==> src/rtl/priority_decoder_seq_pkg.sv <==
// Shared definitions for the priority encoder/decoder family: word layout,
// decoder FSM states and the index-to-one-hot decode.
package priority_decoder_seq_pkg;

  localparam int NONE_BIT = 2;
  localparam int Y_MSB    = 1;
  localparam int Y_LSB    = 0;
  localparam int WORD_W   = 3;

  // Stored word: {none, y[1:0]}
  typedef logic [WORD_W-1:0] code_word_t;

  typedef enum logic {
    ST_IDLE = 1'b0,
    ST_HOLD = 1'b1
  } state_t;

  // A blank word (none=1) decodes to all-zero regardless of its index.
  function automatic logic [3:0] decode(input code_word_t w);
    return w[NONE_BIT] ? 4'b0000 : 4'(4'b0001 << w[Y_MSB:Y_LSB]);
  endfunction

endpackage

==> src/rtl/priority_decoder_seq_if.sv <==
// Valid/ready link carrying encoded words from the priority encoder front end.
interface priority_decoder_seq_if;

  logic       in_valid;
  logic       in_ready;
  logic [1:0] in_y;
  logic       in_none;

  modport master (output in_valid, in_y, in_none, input in_ready);
  modport slave  (input in_valid, in_y, in_none, output in_ready);

endinterface

==> src/rtl/priority_decoder_seq_code_fifo.sv <==
// Small word buffer between the handshake and the replay FSM.
// Power-of-two depth so the pointers wrap naturally; flush beats push and pop.
module priority_decoder_seq_code_fifo
  import priority_decoder_seq_pkg::*;
#(
  parameter int DEPTH = 4,
  parameter int CNT_W = 3
) (
  input  logic             clk,
  input  logic             rst,
  input  logic             flush,
  input  logic             push,
  input  code_word_t       push_data,
  input  logic             pop,
  output code_word_t       pop_data,
  output logic             full,
  output logic             empty,
  output logic [CNT_W-1:0] count
);

  localparam int PTR_W = $clog2(DEPTH);

  code_word_t       mem [DEPTH];
  logic [PTR_W-1:0] wr_ptr;
  logic [PTR_W-1:0] rd_ptr;
  logic             push_ok;
  logic             pop_ok;

  assign full     = (count == CNT_W'(DEPTH));
  assign empty    = (count == '0);
  assign push_ok  = push && !full && !flush;
  assign pop_ok   = pop && !empty && !flush;
  assign pop_data = mem[rd_ptr];

  // NOTE: storage has no reset; the count guards every read, so stale
  // contents are never observed and the array can map to plain RAM/flops.
  always_ff @(posedge clk) begin
    if (push_ok) mem[wr_ptr] <= push_data;
  end

  // NOTE: state registers use non-blocking assignments so every flop
  // samples pre-edge values regardless of block evaluation order.
  always_ff @(posedge clk or posedge rst) begin
    if (rst) begin
      wr_ptr <= '0;
      rd_ptr <= '0;
      count  <= '0;
    end else if (flush) begin
      wr_ptr <= '0;
      rd_ptr <= '0;
      count  <= '0;
    end else begin
      if (push_ok) wr_ptr <= wr_ptr + 1'b1;
      if (pop_ok)  rd_ptr <= rd_ptr + 1'b1;
      unique case ({push_ok, pop_ok})
        2'b10:   count <= count + 1'b1;
        2'b01:   count <= count - 1'b1;
        default: count <= count;
      endcase
    end
  end

endmodule

==> src/rtl/priority_decoder_seq.sv <==
// Receive side of the priority-encoder link: buffers encoded words and replays
// each as a one-hot select held for HOLD_CYCLES cycles, back-to-back when queued.
module priority_decoder_seq
  import priority_decoder_seq_pkg::*;
#(
  parameter int HOLD_CYCLES = 4,
  parameter int FIFO_DEPTH  = 4,
  parameter int CNT_W       = 3
) (
  input  logic                   clk,
  input  logic                   rst,
  input  logic                   flush,
  priority_decoder_seq_if.slave  bus,
  output logic [3:0]             out_onehot,
  output logic                   out_active,
  output logic [CNT_W-1:0]       fifo_count
);

  localparam logic [7:0] HOLD_LOAD = 8'(HOLD_CYCLES - 1);

  code_word_t in_word;
  code_word_t head_word;
  logic       full;
  logic       empty;
  logic       push;
  logic       pop;
  logic       load_word;

  state_t     state_q, state_d;
  logic [7:0] hold_q, hold_d;
  logic [3:0] onehot_q, onehot_d;
  logic       active_q, active_d;

  // Ready looks only at registered fullness: no pass-through when full.
  assign bus.in_ready = !full && !flush;
  assign push         = bus.in_valid && bus.in_ready;
  assign in_word      = {bus.in_none, bus.in_y};

  priority_decoder_seq_code_fifo #(
    .DEPTH (FIFO_DEPTH),
    .CNT_W (CNT_W)
  ) u_fifo (
    .clk       (clk),
    .rst       (rst),
    .flush     (flush),
    .push      (push),
    .push_data (in_word),
    .pop       (pop),
    .pop_data  (head_word),
    .full      (full),
    .empty     (empty),
    .count     (fifo_count)
  );

  // A new word is taken from idle, or on the last hold cycle of the current one.
  assign load_word = !flush && !empty && (state_q == ST_IDLE || hold_q == '0);

  // NOTE: every signal driven here gets a default first, so no path can
  // leave one unassigned and infer a latch.
  always_comb begin
    state_d  = state_q;
    hold_d   = hold_q;
    onehot_d = onehot_q;
    active_d = active_q;
    pop      = 1'b0;
    if (flush) begin
      state_d  = ST_IDLE;
      hold_d   = '0;
      onehot_d = '0;
      active_d = 1'b0;
    end else if (load_word) begin
      pop      = 1'b1;
      state_d  = ST_HOLD;
      hold_d   = HOLD_LOAD;
      onehot_d = decode(head_word);
      active_d = 1'b1;
    end else if (state_q == ST_HOLD) begin
      if (hold_q != '0) begin
        hold_d = hold_q - 1'b1;
      end else begin
        state_d  = ST_IDLE;
        onehot_d = '0;
        active_d = 1'b0;
      end
    end
  end

  always_ff @(posedge clk or posedge rst) begin
    if (rst) begin
      state_q  <= ST_IDLE;
      hold_q   <= '0;
      onehot_q <= '0;
      active_q <= 1'b0;
    end else begin
      state_q  <= state_d;
      hold_q   <= hold_d;
      onehot_q <= onehot_d;
      active_q <= active_d;
    end
  end

  assign out_onehot = onehot_q;
  assign out_active = active_q;

endmodule
==> src/flat_wrapper.sv <==
// flat-port wrapper written by rule: the top's interface ports become plain ports
module priority_decoder_seq_flat import priority_decoder_seq_pkg::*;
#(
  parameter int HOLD_CYCLES = 4,
  parameter int FIFO_DEPTH  = 4,
  parameter int CNT_W       = 3
)
  (clk, rst, flush, out_onehot, out_active, fifo_count, bus_in_valid, bus_in_y, bus_in_none, bus_in_ready);
  priority_decoder_seq_if bus_i ();
  input  logic clk;
  input  logic rst;
  input  logic flush;
  output logic [3:0] out_onehot;
  output logic out_active;
  output logic [CNT_W-1:0] fifo_count;
  input wire logic [$bits(bus_i.in_valid)-1:0] bus_in_valid;
  input wire logic [$bits(bus_i.in_y)-1:0] bus_in_y;
  input wire logic [$bits(bus_i.in_none)-1:0] bus_in_none;
  output wire logic [$bits(bus_i.in_ready)-1:0] bus_in_ready;
  assign bus_i.in_valid = bus_in_valid;
  assign bus_i.in_y = bus_in_y;
  assign bus_i.in_none = bus_in_none;
  assign bus_in_ready = bus_i.in_ready;
  priority_decoder_seq #(.HOLD_CYCLES(HOLD_CYCLES), .FIFO_DEPTH(FIFO_DEPTH), .CNT_W(CNT_W)) u_core (.clk(clk), .rst(rst), .flush(flush), .bus(bus_i), .out_onehot(out_onehot), .out_active(out_active), .fifo_count(fifo_count));
endmodule
==> config.mk <==
export PLATFORM = sky130hd
export DESIGN_NAME = priority_decoder_seq_flat
export DESIGN_NICKNAME = d
export VERILOG_FILES = /design/src/rtl/priority_decoder_seq_pkg.sv /design/src/rtl/priority_decoder_seq_if.sv /design/src/rtl/priority_decoder_seq_code_fifo.sv /design/src/rtl/priority_decoder_seq.sv /design/src/flat_wrapper.sv
export SDC_FILE = /design/constraint.sdc
export NUM_CORES = 1
export LEC_CHECK = 0
export CORE_ASPECT_RATIO = 0.75
export CORE_MARGIN = 2
export CORE_UTILIZATION = 55
export DETAILED_ROUTE_END_ITERATION = 8
export DONT_BUFFER_PORTS = 1
export PLACE_DENSITY = 0.73
export SLEW_MARGIN = 40
export SYNTH_ARGS = -nofsm -noshare
export SYNTH_HDL_FRONTEND = slang
export SYNTH_SLANG_ARGS = --single-unit
==> constraint.sdc <==
create_clock -name clk -period 3.8 [get_ports clk]
set_input_delay 0.76 -clock clk [delete_from_list [all_inputs] [get_ports clk]]
set_output_delay 0.76 -clock clk [all_outputs]
set_load 0.01 [all_outputs]
==> metrics.txt, run 1 <==
outcome=complete, no violations; top cell family by delay on the critical path=simple AND/OR/NAND/NOR gates; Slew HR=51.2%; fillers=250; count leader, synth=dfrtp_1; Buffers & Inverters on Critical Path=2; Max clock buf depth=2; CP Max Fanout=17; Arr. time, crit path=2930 ps; largest stage delay on the critical path=~510 ps; PortBufs=0; fin crit share=71.6%; Seq pwr share=between 40% and 50%; Worst Path Required=between 4000 and 5000 ps; Pwr Total=0.00125 W; Final min period=2720 ps; Max-Cap Viols=0; Comb pwr share=34.4%; FF+latch count, synth=33; Vias/cell=roughly 5.8; max frequency=between 300 and 400 MHz; crit path kind=reg2reg; Post-synth EDFFs=12; Clock Power Share=20.3%; switching fraction of total power=between 30% and 40%; Fin. Hold Viols=0; Worst Hold Slack=385 ps; Pint=0.000764 W; vias in the first global route=1107; syn_area_per_cell=11.4 µm²; initial antenna violation count=0; global-route usage over all layers=20.4%; reg2reg setup slack=1080 ps; DRC=0; grt total ovfl=0; critical path startpoint category=flop; Final Instance Count excl. Fillers=185; P per Cell Area=711 nW/µm²; drt pass-1 iters=4; clk sinks=33; clk_skew=3.87 ps; # hold bufs at CTS=0; NetSw=between 0.0004 and 0.0005 W; die height=51.3 µm; post-CTS setup repair buffer count=0; fraction of layout cells with a size suffix above 1=approximately 12%; clock latency on the worst-skew pair=between 200 and 300 ps; Post-Route WL=2830 µm; gp weighted congestion=0.792; post-synth top area cell=dfrtp_1; worst slew pin tran=728 ps; Final ANT Viol Nets=0; top cells by area, synth=dfrtp_1 32%, edfxtp_1 22%, mux4_2 4.1%; num rows=17; max-slew violation count=0; number of setup violations in the final report=0; worst vdd ir=between 200 and 300 µV; area share of the largest cell type after synthesis=32.0%; core area=2890 µm²; largest net degree at the start of global routing=22; DRT iter0 DRCs=34; Hold WC Path Type=in2async; I/O Pins=16; nets@finish=159; clock root cell=clkbuf_8; CP Cell Sequence=inv_1 > ha_1 > or4b_4 > o41ai_4 > buf_4 > nand2_4 > nor2_1 > fa_1 > nand2_1 > nor3_1 > a21oi_1 > a31oi_1; Async SR Flop Fraction=63.6%; Syn-to-layout area delta=7.31%; Slowest cell on crit path=or4b_4; Post-Syn Instances=between 100 and 150; Distinct cells, synth=38; Inst Count DP=177; antenna cells=0; post-CTS sizing=0; Num CTS Buffers=5; Clock Pin Slew Worst Setup and Hold Paths=about 70 ps; Yosys warnings=0; Top FF cell, synth=dfrtp_1; post-DR wirelength/cell=approximately 15 µm; syn nets=between 150 and 200; Worst Setup End Kind=flop; top post-synthesis cells by count=21 x dfrtp_1, 12 x edfxtp_1, 12 x nand2_1; detailed placement HPWL=about 2100 µm; mapped cell area=between 1500 and 2000 µm²; CTS H-tree depth=2; first-pass GRT wire length=4970 µm; Initial Utilization=56.8%; Die W=about 67 µm; CTS tree=built; Vias=1077; RSZ-0062 raised after global routing=no; Seq/Total Area, Yosys=53.9%; TNS Setup=0 ps; static leakage=0.713 nW; area of the die=3440 µm²
logic make-up after synthesis:
group,count (synthesis),share of synthesized area (%)
flip-flops,33,53.9
AO/OA/AOI/OAI,34,15.7
multiplexers,5,5.48
adder cells (fa/ha/maj),6,5.03
XOR/XNOR,3,1.60
buffers and inverters,16,3.81
AND/OR/NAND/NOR,47,14.5
stage by stage:
stage	area [µm²]	utilization [%]	setup WS [ps]
2_1_floorplan	1640	-	1280
3_3_place_gp	1680	58.0	1210
3_5_place_dp	1680	58.0	1100
4_1_cts	1760	60.9	1080
5_1_grt	1760	60.9	822
6_report	1760	60.9	1080
layer usage:
| layer | up-vias | global-route usage (%) | wire (µm) |
|---|---|---|---|
| li1 | 535 | - | - |
| met1 | 506 | 28.1 | 1350 |
| met2 | 28 | 27.6 | 1240 |
| met3 | 8 | 6.39 | 161 |
| met4 | 0 | 13.6 | 77 |
| met5 | - | 0 | 0 |
sequential cells by signal, summed over array words and instances (netlist names):
name                  flops
u_core.u_fifo.mem        12
u_core.u_fifo.rd_ptr      2
u_core.out_onehot         4
u_core.u_fifo.wr_ptr      2
u_core.out_active         1
u_core.state_q            1
u_core.u_fifo.count       3
u_core.hold_q             8
path summary, 6_finish.rpt:
kind                                 startpoint                      end  cells past startpoint
max                            u_core.hold_q[0]   u_core.u_fifo.count[2]                     12
min                                         rst     u_core.out_onehot[3]                      1
max reg2reg                    u_core.hold_q[0]   u_core.u_fifo.count[2]                     12
min reg2reg                u_core.out_onehot[3]     u_core.out_onehot[3]                      1
max in group asynchronous                   rst         u_core.hold_q[7]                      1
min in group clk                          flush  u_core.u_fifo.rd_ptr[1]                      1
power groups by stage:
stage	Sequential [W]	Combinational (W)	Clock (W)
2_1_floorplan	0.000529	0.000383	0
3_3_place_gp	0.000570	0.000418	0
3_5_place_dp	0.000573	0.000433	0
4_1_cts	0.000568	0.000434	0.000261
5_1_grt	0.000585	0.000489	0.000276
6_report	0.000568	0.000431	0.000254
cells in the final DEF, fill, tap and decap left out, types with 2 or more instances in the layout:
| master | synthesis | routed |
|---|---|---|
| a21oi_1 | 6 | 6 |
| a21boi_0 | 2 | 2 |
| nand3_1 | 4 | 4 |
| o21ai_0 | 6 | 6 |
| ha_1 | 5 | 5 |
| buf_4 | 0 | 2 |
| and2_1 | 4 | 4 |
| inv_1 | 9 | 8 |
| a32o_1 | 5 | 5 |
| clkbuf_8 | 0 | 5 |
| clkinv_2 | 0 | 2 |
| dfrtp_1 | 21 | 21 |
| or3_1 | 3 | 3 |
| nor2_1 | 11 | 11 |
| edfxtp_1 | 12 | 12 |
| xnor2_1 | 2 | 2 |
| nor3_1 | 8 | 8 |
| nand2_1 | 12 | 12 |
| mux4_2 | 3 | 3 |
| a31oi_1 | 6 | 6 |
final cells by class:
type	instances	area (µm²)	share of cell area, %
Clock buffer	5	68.8	3.90
Multi-Input combinational cell	95	694	39.4
Timing Repair Buffer	2	15.0	0.852
Sequential cell	33	886	50.2
Clock inverter	3	17.5	0.994
Inverter	9	33.8	1.92
Tap cell	38	47.5	2.70
worst reg2reg max path, stage by stage, from the launching register on:
cell and delay [ps]:
dfrtp_1 400, inv_1 70, ha_1 200, or4b_4 510, o41ai_4 220, buf_4 270, nand2_4 110, nor2_1 150
fa_1 250, nand2_1 100, nor3_1 150, a21oi_1 60, a31oi_1 160
Note: power is estimated with default switching activity, not from simulation.
==> run 2: changes to the inputs <==
==> constraint.sdc (replaced) <==
create_clock -name clk -period 2.6 [get_ports clk]
set_input_delay 0.52 -clock clk [delete_from_list [all_inputs] [get_ports clk]]
set_output_delay 0.52 -clock clk [all_outputs]
set_load 0.01 [all_outputs]
==> metrics.txt, run 2 (synthesized netlist as in run 1, its figures left out) <==
outcome=complete, no violations; worst vdd ir=558 µV (+93%); die height=51.3 µm (unchanged); commonest cells after routing, fill and taps aside=21 x dfrtp_1, 12 x edfxtp_1, 11 x nand2_1; Die W=67.1 µm (unchanged); number of setup violations in the final report=0 (unchanged); max reg flops=12 (unchanged); Vias=1116 (+3.6%); I/O Pins=16 (unchanged); CTS H-tree depth=2 (unchanged); Initial Utilization=56.8% (unchanged); grt total ovfl=0 (unchanged); vias in the first global route=1149 (+3.8%); Comb pwr share=36.3% (+1.9 points); drt pass-1 iters=4 (unchanged); core area=2890 µm² (unchanged); Final min period=2500 ps (-225 ps); Max-Cap Viols=0 (unchanged); clock root cell=clkbuf_8; Slew HR=56.6% (+5.4 points); PortBufs=0 (unchanged); nets@finish=164 (+3.1%); fraction of layout cells with a size suffix above 1=17.1% (+5.5 points); Worst R2R Path Depth=8 (-4); antenna cells=0 (unchanged); static leakage=0.748 nW (+4.8%); dpl cell area=1690 µm² (+0.90%); Syn-to-layout area delta=12.0%; crit path kind=reg2reg; fin util=63.6% (+2.7 points); Hold WC Path Type=in2async; NetSw=0.000737 W (+50%); clk_skew=4.70 ps (+0.835 ps); Post-Route WL=2980 µm (+5.1%); DRC=0 (unchanged); clock latency on the worst-skew pair=280 ps (about the same); Max clock buf depth=2 (unchanged); fin crit share=96.0% (+24 points); post-DR wirelength/cell=15.7 µm (+2.4%); Inst Count DP=179 (+1.1%); Arr. time, crit path=2670 ps (-260 ps); Final ANT Viol Nets=0 (unchanged); Worst Setup End Kind=flop; Final Instance Count excl. Fillers=190 (+2.7%); max frequency=400 MHz (+9.0%); Clock Power Share=22.5% (+2.2 points); num rows=17 (unchanged); Pint=0.00128 W (+67%); commonest non-fill, non-tap cell in the layout=dfrtp_1; gp weighted congestion=0.745 (-5.9%); Seq pwr share=41.1% (-4.2 points); Num CTS Buffers=5 (unchanged); Fin. Hold Viols=0 (unchanged); CTS tree=built; initial antenna violation count=0 (unchanged); P per Cell Area=1090 nW/µm² (+54%); max-slew violation count=0 (unchanged); worst slew pin tran=645 ps (-82.5 ps); Vias/cell=5.87 (+0.89%); switching fraction of total power=36.6% (-2.5 points); Clock Pin Slew Worst Setup and Hold Paths=60 ps (about the same); Reg with most FFs=u_core.u_fifo.mem; first-pass GRT wire length=5020 µm (+1.1%); area of the die=3440 µm² (unchanged); CP Max Fanout=5 (-12); global-route usage over all layers=20.2% (-0.20 points); Pwr Total=0.00202 W (+61%); critical path startpoint category=flop; Worst Path Required=2770 ps (-1240 ps); detailed placement HPWL=2090 µm (-1.5%); largest net degree at the start of global routing=22 (unchanged); design area=1840 µm² (+4.4%); DRT iter0 DRCs=40 (+18%); clk sinks=33 (unchanged)
## run 2: critical path: stages, from the launching register on
cell and delay, ps:
dfrtp_1 400, inv_1 70, ha_2 200, or4b_4 480
o41ai_4 390, nand2_4 90, nor2_4 110, fa_2 420
a32o_1 220
## run 2: timing repair
action | CTS | global route
endpoints found under the setup margin | 0 | 1
gates resized for setup | 0 | 6
buffers inserted | 0 | 3
hold buffers | 0 | 0
## run 2: worst paths after layout
path | from | endpoint | slack (ps)
setup / recovery | u_core.hold_q[1] | u_core.u_fifo.count[1] | 100
hold / removal | rst | u_core.hold_q[7] | 130
setup reg to reg | u_core.hold_q[1] | u_core.u_fifo.count[1] | 100
hold reg to reg | u_core.out_onehot[3] | u_core.out_onehot[3] | 570
max in group asynchronous | rst | u_core.u_fifo.count[0] | 2150
min in group clk | flush | u_core.u_fifo.count[2] | 300
## run 2: metrics by stage
stage	TNS [ps]	setup slack (ps)	hold slack, ps
final	0	103	131
after global placement	0	235	540
after floorplan	0	81.9	497
after CTS	0	127	289
after global routing	-46.6	-43.2	153
after detailed placement	0	142	558
## run 2: layout make-up
class / instances / area (µm²)
clock buffers: 6 / 72.6
flip-flops and latches: 33 / 886
multi-input cells: 95 / 714
well taps: 38 / 47.5
inverters: 9 / 33.8
clock inverters: 2 / 33.8
fillers: 235 / 1050
repair buffers: 7 / 52.6
## run 2: per-layer routing
layer | global-route usage [%] | part of all wire, % | up-vias
li1 | - | - | 545
met1 | 25.3 | 47 | 541
met2 | 32.7 | 47 | 26
met3 | 5.95 | 5.1 | 4
met4 | 8.84 | 1.3 | 0
met5 | 0 | 0 | -
## run 2: power by group through the flow
stage | combinational [W] | clock (W) | sequential (W)
after floorplan | 0.000560 | 0 | 0.000773
after global placement | 0.000641 | 0 | 0.000826
after detailed placement | 0.000671 | 0 | 0.000834
after CTS | 0.000672 | 0.000463 | 0.000826
after global routing | 0.000825 | 0.000486 | 0.000850
final | 0.000732 | 0.000454 | 0.000829
==> run 3: changes to the inputs <==
--- a/config.mk
+++ b/config.mk
@@ -10,8 +10,9 @@
 export CORE_UTILIZATION = 55
 export DETAILED_ROUTE_END_ITERATION = 8
 export DONT_BUFFER_PORTS = 1
+export GPL_ROUTABILITY_DRIVEN = 1
 export PLACE_DENSITY = 0.73
-export SLEW_MARGIN = 40
+export REMOVE_ABC_BUFFERS = 1
 export SYNTH_ARGS = -nofsm -noshare
 export SYNTH_HDL_FRONTEND = slang
 export SYNTH_SLANG_ARGS = --single-unit
==> metrics.txt, run 3 (synthesized netlist as in run 1, its figures left out) <==
largest net degree at the start of global routing=22 (unchanged); Worst R2R Path Depth=8 (unchanged); Hold WC Path Type=in2async; largest stage delay on the critical path=490 ps (about the same); grt total ovfl=0 (unchanged); Reg with most FFs=u_core.u_fifo.mem; reg2reg setup slack=110 ps (about the same); gp weighted congestion=0.792 (+6.4%); grt met2 use=31.2% (-1.5 points); Clock Pin Slew Worst Setup and Hold Paths=70 ps (about the same); # hold bufs at CTS=0 (unchanged); R2R Path End=u_core.u_fifo.count[1]; Worst Path Required=2780 ps (about the same); worst slew pin tran=756 ps (+111 ps); Buffers & Inverters on Critical Path=1 (unchanged); switching fraction of total power=36.4% (-0.19 points); DRC=0 (unchanged); nets@finish=162 (-1.2%); DRT iter0 DRCs=43 (+7.5%); num rows=17 (unchanged); Num CTS Buffers=5 (unchanged); crit path kind=reg2reg; CP Max Fanout=5 (unchanged); first-pass GRT wire length=5300 µm (+5.5%); Worst Hold Slack=251 ps (+121 ps); post-DR wirelength/cell=16.5 µm (+5.2%); clk sinks=33 (unchanged); Max clock buf depth=2 (unchanged); Syn-to-layout area delta=12.2%; fraction of layout cells with a size suffix above 1=15.3% (-1.8 points); max frequency=402 MHz (+0.48%); number of setup violations in the final report=0 (unchanged); top cell family by delay on the critical path=simple AND/OR/NAND/NOR gates; fin crit share=95.6% (-0.46 points); critical path startpoint category=flop; Slowest cell on crit path=or4b_4; met3 Use GR=8.15% (+2.2 points); clock root cell=clkbuf_8; antenna cells=0 (unchanged); Worst Setup End Kind=flop; Comb pwr share=35.2% (-1.1 points); initial antenna violation count=0 (unchanged); Final ANT Viol Nets=0 (unchanged); NetSw=0.000741 W (+0.60%); CTS tree=built; Arr. time, crit path=2660 ps (about the same); Fin. Hold Viols=0 (unchanged); Vias=1111 (-0.45%); PortBufs=0 (unchanged); GRT busiest layer=met2; FF-to-FF Start=u_core.hold_q[1]; Worst path depth=8 (unchanged); area of the die=3440 µm² (unchanged); Slew HR=49.5% (-7.1 points); max-slew violation count=0 (unchanged); vias in the first global route=1104 (-3.9%); Pint=0.00130 W (+1.4%); clock latency on the worst-skew pair=290 ps (about the same); Initial Utilization=56.8% (unchanged); Post-Route WL=3100 µm (+4.1%); outcome=complete, no violations; Seq pwr share=40.7% (-0.4 points); Die W=67.1 µm (unchanged); worst vdd ir=670 µV (+20%); CTS H-tree depth=2 (unchanged); TNS Setup=0 ps (unchanged); Max-Cap Viols=0 (unchanged); global-route usage over all layers=22.3% (+2.1 points); die height=51.3 µm (unchanged); clk_skew=6.88 ps (+2.18 ps); I/O Pins=16 (unchanged); CP Cell Sequence=inv_1 > ha_4 > or4b_4 > o41ai_4 > nand2_4 > nor2_4 > fa_2 > a32o_1; Final min period=2490 ps (-12.0 ps); commonest cells after routing, fill and taps aside=21 x dfrtp_1, 12 x nand2_1, 12 x edfxtp_1; Clock Power Share=24.1% (+1.6 points); max reg flops=12 (unchanged); P per Cell Area=1110 nW/µm² (+1.0%); met1 Resource Use GR=29.5% (+4.3 points); detailed placement HPWL=2250 µm (+7.8%); core area=2890 µm² (unchanged); fin util=63.7% (+0.087 points); drt pass-1 iters=4 (unchanged); commonest non-fill, non-tap cell in the layout=dfrtp_1; Vias/cell=5.91 (+0.61%); static leakage=0.746 nW (-0.22%)
-- run 3: changes by cell type in the layout (fill, tap and decap cells not counted), sizes merged --
cell | before | now
clkbuf | 6 | 7
buf | 7 | 5
clkinv | 1 | 0
-- run 3: worst max-delay path by stage --
stage	from	to	slack, ps
4_1_cts	u_core.hold_q[0]	u_core.u_fifo.count[2]	100
3_3_place_gp	u_core.hold_q[0]	u_core.u_fifo.count[1]	230
5_1_grt	u_core.hold_q[0]	u_core.u_fifo.count[2]	-30
2_1_floorplan	u_core.hold_q[0]	u_core.u_fifo.count[1]	-150
6_report	u_core.hold_q[1]	u_core.u_fifo.count[1]	110
3_5_place_dp	u_core.hold_q[0]	u_core.u_fifo.count[2]	130
-- run 3: worst reg2reg max path, cell delays in order (launching register included) --
cell and delay [ps]:
dfrtp_1 390, inv_1 100, ha_4 160, or4b_4 490, o41ai_4 380, nand2_4 90, nor2_4 130, fa_2 420
a32o_1 220
-- run 3: area by class of cell --
class / count / area (µm²)
clock buffers: 7 / 86.3
clock inverters: 1 / 30.0
fillers: 229 / 1050
inverters: 9 / 33.8
multi-input cells: 95 / 722
flip-flops and latches: 33 / 886
well taps: 38 / 47.5
repair buffers: 5 / 37.5
-- run 3: metal layers --
| layer | vias up | routed length (µm) |
|---|---|---|
| met3 | 8 | 142 |
| met1 | 539 | 1510 |
| li1 | 543 | - |
| met4 | 0 | 74 |
| met5 | - | 0 |
| met2 | 21 | 1380 |
-- run 3: timing repair --
item / in CTS / in global routing
setup endpoints to repair: 0 / 1
setup buffers: 0 / 1
gates resized for setup: 0 / 6
-- run 3: through the flow --
stage	cell area, µm²	std cells	setup slack (ps)	total power [W]
floorplan	1610	137	-155	0.00131
global route	1840	188	-33.9	0.00220
detailed placement	1690	179	129	0.00151
finish	1840	188	115	0.00204
CTS	1810	187	103	0.00201
global placement	1690	179	232	0.00147
-- run 3: power by group through the flow --
stage	logic [W]	registers [W]	clock network [W]
6_report	0.000717	0.000830	0.000491
5_1_grt	0.000823	0.000854	0.000526
4_1_cts	0.000677	0.000828	0.000500
3_5_place_dp	0.000675	0.000837	0
3_3_place_gp	0.000642	0.000826	0
2_1_floorplan	0.000516	0.000797	0
